### config.mk
export PLATFORM = sky130hd
export DESIGN_NAME = pc_fetch
export DESIGN_NICKNAME = d
export VERILOG_FILES = /design/src/rtl/pc_fetch.sv
export SDC_FILE = /design/constraint.sdc
export NUM_CORES = 1
export LEC_CHECK = 0
export ABC_AREA = 1
export BUFFER_PORTS_ARGS = -buffer_cell sky130_fd_sc_hd__buf_2
export CAP_MARGIN = 20
export CELL_PAD_IN_SITES_DETAIL_PLACEMENT = 2
export CELL_PAD_IN_SITES_GLOBAL_PLACEMENT = 2
export CORE_MARGIN = 2
export CORE_UTILIZATION = 23
export CTS_CLUSTER_SIZE = 30
export DETAILED_ROUTE_END_ITERATION = 12
export GPL_TIMING_DRIVEN = 1
export HOLD_SLACK_MARGIN = 0.08
export PLACE_DENSITY = 0.83
export SYNTH_ARGS = -nofsm -noshare
export SYNTH_HDL_FRONTEND = slang
export SYNTH_SLANG_ARGS = --single-unit
### constraint.sdc
create_clock -name clk -period 2.14 [get_ports clk]
set_input_delay 0 -clock clk [delete_from_list [all_inputs] [get_ports clk]]
set_output_delay 0 -clock clk [all_outputs]
set_load 0.05 [all_outputs]
### src/rtl/pc_fetch.sv
// Instruction fetch stage: one PC, one outstanding bus transaction, prioritised redirects.
// Optional PC_ALIGN_CHECK_EN raises adelF on a misaligned PC instead of issuing the fetch.
module pc_fetch (
    input  logic        clk,
    input  logic        reset,
    input  logic        stall,
    input  logic        exception,
    input  logic [31:0] pcexception,
    input  logic        branch_taken,
    input  logic [31:0] pcbranchD,
    input  logic        jr,
    input  logic [31:0] pcjrD,
    input  logic        jump,
    input  logic [31:0] pcjumpD,
    output logic        inst_req,
    output logic [31:0] inst_addr,
    input  logic        inst_addr_ok,
    input  logic        inst_data_ok,
    input  logic [31:0] inst_rdata,
    output logic        instr_valid,
    output logic [31:0] instrF,
    output logic [31:0] pcF,
    output logic [31:0] pcplus4F,
    output logic        adelF
);

    localparam logic [31:0] BOOT_PC = 32'hBFC0_0000;
    localparam int          NSRC    = 4;

    typedef enum logic [1:0] {
        ST_REQ   = 2'd0,
        ST_WAIT  = 2'd1,
        ST_HOLD  = 2'd2,
        ST_DRAIN = 2'd3
    } state_t;

    state_t      state_reg, state_next;
    logic [31:0] pc_reg, pc_next;
    logic [31:0] instr_reg, instr_next;
    logic [31:0] pcf_reg, pcf_next;
    logic        valid_reg, valid_next;

    logic            misalign;
    logic            accept;
    logic            redirect;
    logic [31:0]     redirect_pc;
    logic [NSRC-1:0] src_req;
    logic [NSRC-1:0] src_win;
    logic [31:0]     src_pc   [NSRC];
    logic [31:0]     src_term [NSRC];

    // Index 0 is the highest priority; only exception bypasses the stall gate.
    assign src_req   = {jump & ~stall, jr & ~stall, branch_taken & ~stall, exception};
    assign src_pc[0] = pcexception;
    assign src_pc[1] = pcbranchD;
    assign src_pc[2] = pcjrD;
    assign src_pc[3] = pcjumpD;

    genvar gi;
    generate
        for (gi = 0; gi < NSRC; gi++) begin : g_prio
            if (gi == 0) begin : g_top
                assign src_win[gi] = src_req[gi];
            end else begin : g_low
                assign src_win[gi] = src_req[gi] & ~(|src_req[gi-1:0]);
            end
            assign src_term[gi] = src_win[gi] ? src_pc[gi] : 32'd0;
        end
    endgenerate

    always_comb begin
        redirect_pc = 32'd0;
        for (int i = 0; i < NSRC; i++) begin
            redirect_pc = redirect_pc | src_term[i];
        end
    end

    assign redirect = |src_req;
    assign accept   = inst_req & inst_addr_ok;

`ifdef PC_ALIGN_CHECK_EN
    logic adel_reg;

    assign misalign  = (state_reg == ST_REQ) && (pc_reg[1:0] != 2'b00);
    assign inst_addr = pc_reg;
    assign adelF     = adel_reg;

    always_ff @(posedge clk) begin
        if (reset) begin
            adel_reg <= 1'b0;
        end else if (state_reg == ST_REQ && !redirect && misalign) begin
            adel_reg <= 1'b1;
        end else if (state_reg == ST_HOLD && (redirect || !stall)) begin
            adel_reg <= 1'b0;
        end
    end
`else
    assign misalign  = 1'b0;
    assign inst_addr = {pc_reg[31:2], 2'b00};
    assign adelF     = 1'b0;
`endif

    // State register
    always_ff @(posedge clk) begin
        if (reset) begin
            state_reg <= ST_REQ;
            pc_reg    <= BOOT_PC;
            instr_reg <= 32'd0;
            pcf_reg   <= BOOT_PC;
            valid_reg <= 1'b0;
        end else begin
            state_reg <= state_next;
            pc_reg    <= pc_next;
            instr_reg <= instr_next;
            pcf_reg   <= pcf_next;
            valid_reg <= valid_next;
        end
    end

    // Next-state and datapath update
    always_comb begin
        state_next = state_reg;
        pc_next    = pc_reg;
        instr_next = instr_reg;
        pcf_next   = pcf_reg;
        valid_next = valid_reg;
        case (state_reg)
            ST_REQ: begin
                if (redirect) begin
                    pc_next    = redirect_pc;
                    valid_next = 1'b0;
                    state_next = accept ? ST_DRAIN : ST_REQ;
                end else if (misalign) begin
                    instr_next = 32'd0;
                    pcf_next   = pc_reg;
                    valid_next = 1'b1;
                    state_next = ST_HOLD;
                end else if (accept) begin
                    state_next = ST_WAIT;
                end
            end
            ST_WAIT: begin
                if (redirect) begin
                    pc_next    = redirect_pc;
                    valid_next = 1'b0;
                    state_next = inst_data_ok ? ST_REQ : ST_DRAIN;
                end else if (inst_data_ok) begin
                    instr_next = inst_rdata;
                    pcf_next   = pc_reg;
                    valid_next = 1'b1;
                    state_next = ST_HOLD;
                end
            end
            ST_HOLD: begin
                if (redirect) begin
                    pc_next    = redirect_pc;
                    valid_next = 1'b0;
                    state_next = ST_REQ;
                end else if (!stall) begin
                    pc_next    = pc_reg + 32'd4;
                    valid_next = 1'b0;
                    state_next = ST_REQ;
                end
            end
            ST_DRAIN: begin
                if (redirect) begin
                    pc_next    = redirect_pc;
                    valid_next = 1'b0;
                end
                // The stale response retires the only outstanding request, even when
                // a fresh redirect lands in the same cycle.
                if (inst_data_ok) begin
                    state_next = ST_REQ;
                end
            end
            default: begin
                state_next = ST_REQ;
            end
        endcase
    end

    // Outputs
    always_comb begin
        inst_req    = (state_reg == ST_REQ) && !misalign;
        instr_valid = valid_reg;
        instrF      = instr_reg;
        pcF         = pcf_reg;
        pcplus4F    = pcf_reg + 32'd4;
    end

endmodule

* After elaboration in Yosys (flattened, before gate mapping)
Index checks and enable logic that the tools add are counted.
** Storage, ports and cells
- Memories :: 0
- Bits in latches :: 0
- Register bits :: 99
- RAM bits :: 0
- Bits in read-only memories :: 0
** Operators by class
- Muxes and demuxes :: 24
- Equality and inequality tests :: 9
- Add/subtract/negate cells :: 2
- Shift-type cells :: 0
- Reduce and logical (&&, ||, !) cells :: 10
- Multipliers :: 0
- Divide/modulo/power cells :: 0
- Bitwise operators :: 15
- $lt $le $gt $ge :: 0
** Operators by type and width (number)
- 2-to-1 mux 32 bit :: 7
- OR 32 bit :: 3
- adder 32 x 3 -> 32 bit, second input constant :: 2
- one-hot mux 32 bit (2 select lines) :: 1
- 2-to-1 mux 2 bit :: 9
- one-hot mux 2 bit (4 select lines) :: 1
- AND 1 bit :: 7
- != test 3 bit, second input constant :: 2
- AND reduction 3 bit :: 2
- OR reduction 3 bit :: 2
- 2-to-1 mux 1 bit :: 5
- NOT 1 bit :: 5
- == test 2 bit, second input constant :: 2
- != test 2 x 1 -> 1 bit, second input constant :: 2
- AND reduction 4 bit :: 1
- OR reduction 2 bit :: 2
- OR reduction 4 bit :: 1
- != test 3 x 1 -> 1 bit, second input constant :: 1
- one-hot mux 1 bit (3 select lines) :: 1
- == test 2 x 1 -> 1 bit, second input constant :: 1
- zero test 2 bit :: 1
- != test 2 bit, second input constant :: 1
- AND reduction 2 bit :: 1

* Depth between registers and ports, before layout
- Word-level depth :: 10
- Gate-level depth with buffers :: 11

* Worst setup path after synthesis
OpenSTA, ideal clock, no wires.
- Kind :: reg2out
- Start point :: reg pcf_reg[2], in the netlist pcF[2]
- End point :: out pcplus4F[28]
- Arrival :: 2.594 ns
- Cell stages (with the launch flop) :: 10
- Path slack :: -0.454 ns
- Required time :: 2.140 ns
- Path through :: dfxtp_1 > ha_1 > nand2_1 > nor3_4 > nand2_2 > nor2_4 > nand2_2 > nor2_4 > nand2_1 > xnor2_1
** Between the ends
- Word-level cells in the longest chain between the ends :: 1
** RTL lines
- from (decl) :: RTL line 40 : logic [31:0] pcf_reg, pcf_next;
- from (signal assigned) :: RTL line 115 : pcf_reg <= pcf_next;
- adder 32 x 3 -> 32 bit :: RTL line 188 : pcplus4F = pcf_reg + 32'd4;
- to (decl) :: RTL line 23 : output logic [31:0] pcplus4F,
Every way passes these cells.

* Worst setup path after layout
- Start point :: reg pcf_reg[4], in the netlist pcF[4]
- End point :: out pcplus4F[31]
The elaborated chain is that of the path after synthesis.

==> impl_metrics.yaml <==
floorplanning:
  start_util_pct: 23.23
  io_pins: 300
  die_w_um: 171.1
  core_um2: 27630
  num_rows: 61
  fp.dieH_um: 171.1
  die_area_um2: 29260
timing:
  totalNegativeSetupSlack_ns: 0
  slew_headroom_pct: 48.37
  period_needed_ns: 2.108
  finalClockSkew_ns: 0.01181
  final-hold-violation-count: 0
  finalSetupViolCount: 0
  tightest_slew_ns: 0.7745
  timing.fmax_ghz: 0.4743
  rsz0062_at_grt: "true"
  slew_viol_final: 0
  fin_crit_sh_pct: 98.53
power:
  peakVddDrop_mv: 0.3237
  p_leak_uw: 0.004396
  p_per_area_nw_per_um2: 661.7
clocking:
  clkTransAtPathRegs_ns: 0.08
  insertion_delay_ns: 0.36
  cts.sinks: 99
  htree_levels: 3
  cts.path.max_buffers: 2
  numCtsBuffers: 9
  cts.root.buffer_cell: "clkbuf_16"
  cts_tree: "done"
synthesis:
  synth_flop_cell: "dfxtp_1"
  ys_seq_area_share_pct: 30.88
  synth.avg_cell_area_um2: 6.361
  postSynth.asyncResetShare_pct: 0
  yosys_warnings: 0
  synthCells: 1009
  netlist_area_um2: 6419
  synth_edf_count: 0
  yosys_register_bits: 99
  synth.distinct_cells: 40
run:
  drv_cap: 0
global_route:
  antenna_found_initial: 3
  grt_use_total_pct: 21.85
  grt_pass1_vias: 8821
  grt_max_degree: 65
  grt_pass1_wl_mm: 49.45
  grt.overflow.total: 0
worst_setup_path:
  criticalPathCategory: "flip-flop to output pin"
  crit_buf_inv: 1
  cp_slowest_stage_delay_ns: 0.40
  crit_fanout: 5
  critPathTopFamily: "simple AND/OR/NAND/NOR gates"
  worst_setup_path_end_kind: "output pin"
  startpoint_type: "flip-flop"
  crit_arrival_ns: 2.11
  crit_required_ns: 2.14
  path_cells: "nand3_2 > nor2_1 > nand3_1 > nor3_2 > xor2_2 > buf_2"
  cp_slowest_cell: "dfxtp_2"
final_layout:
  num-nets-final: 1515
  drive_above_1_share_pct: 30.38
  fin_cells: 1724
  area_growth_pct: 45.83
run_status:
  outcome: "finished, final reports clean"
routing:
  drc: 0
  drt_wl_total_mm: 32.43
  drt_iter0_markers: 353
  ant_nets: 0
  vias: 8063
  viasPerCell: 4.677
  avgRoutedWirePerCell_um: 18.81
  detailedRoute.firstPassIterationCount: 4
place:
  port_buffers: 296
  place_inst: 1629
  place_congestion: 0.8925
  hpwl_mm: 23.66
worst_hold_path:
  hp-class: "input pin to flip-flop"
## where the power goes
part | switching (µW) | internal, µW | leakage, µW
Sequential | 218 | 2000 | 0.000812
Clock | 863 | 825 | 0.000145
Combinational | 1580 | 705 | 0.00344
Total | 2670 | 3530 | 0.00440
## worst register-to-register path: stages (launching register included)
cell           delay [ns]
dfxtp_2              0.37
inv_1                0.10
ha_1                 0.26
nand3_2              0.12
buf_4                0.20
nand3_1              0.10
dlygate4sd3_1        0.59
nand3_1              0.10
nand2_1              0.06
## cells in the mapped netlist (2+ instances only)
library cell | number | share of area, %
inv_2 | 9 | 0.53
nor3_1 | 16 | 1.2
or2_2 | 2 | 0.19
buf_2 | 22 | 1.7
clkbuf_1 | 16 | 0.94
xor2_1 | 30 | 4.1
xnor2_1 | 4 | 0.55
nand3_1 | 78 | 6.1
nand4_1 | 12 | 1.2
a41oi_1 | 2 | 0.27
nand3b_1 | 6 | 0.70
a21oi_1 | 104 | 8.1
nor2_4 | 3 | 0.53
o211ai_1 | 11 | 1.3
buf_4 | 36 | 4.2
buf_6 | 5 | 0.88
nand2_1 | 333 | 19
inv_1 | 59 | 3.5
dfxtp_1 | 99 | 31
o21ai_0 | 36 | 2.8
nand3_2 | 4 | 0.62
ha_1 | 8 | 1.6
nand2_2 | 5 | 0.49
a31oi_1 | 2 | 0.19
o21ai_1 | 3 | 0.23
nor2_2 | 3 | 0.29
a22oi_1 | 8 | 0.94
nor2_1 | 81 | 4.7
## routing by layer
layer	share of wire (%)	GRT usage (%)
met1	42	26.69
met5	0.022	0
met2	50	38.78
met3	4.8	3.285
met4	3.1	7.811
## worst paths after layout
check / start / cells after the start / endpoint / slack (ns)
min: pcbranchD[28] / 5 / pc_reg[28] / 0.08
max reg2reg: state_reg[0] / 8 / pc_reg[23] / 0.14
max: pcF[4] / 6 / pcplus4F[31] / 0.03
min reg2reg: instrF[4] / 2 / instrF[4] / 0.47
## cells by family (layout without fill, tap and decap cells)
family | count (synthesis) | in the layout | share of synthesized area (%)
AOI/OAI and AO/OA | 169 | 169 | 14.35
xor gates and xnor gates | 34 | 34 | 4.639
adders and majority gates | 8 | 8 | 1.560
buffers and inverters | 148 | 480 | 11.77
DFF | 99 | 99 | 30.88
other | 1 | 6 | 0.05842
and+or+nand+nor | 550 | 550 | 36.74
## metrics by stage
step                total power (µW)  hold WS (ns)  worst slack (ns)  cell area [µm²]  utilization [%]
finish                          6194       0.08046           0.03152             9360            33.88
global route                    6537        0.1140          -0.07449             9358            33.87
CTS                             6220       0.08121          -0.04444             9310            33.70
detailed placement              4412        0.2612           0.05789             8212            29.72
global placement                4334        0.2500            0.1672             8212            29.72
floorplan                       3740        0.1427           -0.1204             6530                -
## area by class of cell
class	instances	area [µm²]
antenna	3	7.507
clock buffer	9	225.2
clock inverter	7	66.31
fill	3418	18270
inverter	68	257.7
multi-input combinational	764	3869
sequential	99	1999
tap	378	473.0
timing repair buffer	396	2462
## what timing repair did
action,in CTS,in global routing
gates resized for setup,19,15
endpoints found under the hold margin,52,0
pin swaps,6,5
hold buffers,69,0
endpoints found under the setup margin,12,36
setup buffers,6,1
gates cloned,0,0
## cell usage in the layout (no fill, tap or decap), types with 3 or more instances in the layout
master	count
nand2_1	330
buf_2	291
a21oi_1	104
dfxtp_1	89
nor2_1	79
nand3_1	77
dlygate4sd3_1	69
inv_1	59
o21ai_0	36
buf_4	30
xor2_1	20
nor3_1	12
nand4_1	12
o211ai_1	11
xor2_2	9
clkbuf_16	9
inv_2	8
a22oi_1	8
dfxtp_2	8
ha_1	7
nand2_2	6
nand3b_1	6
nand3_2	4
nor3_2	4
nor2_4	4
nor2_2	4
diode_2	3
nand2_4	3
o21ai_1	3
conb_1	3
inv_6	3
buf_12	3
Power figures use the tool's default switching activity.
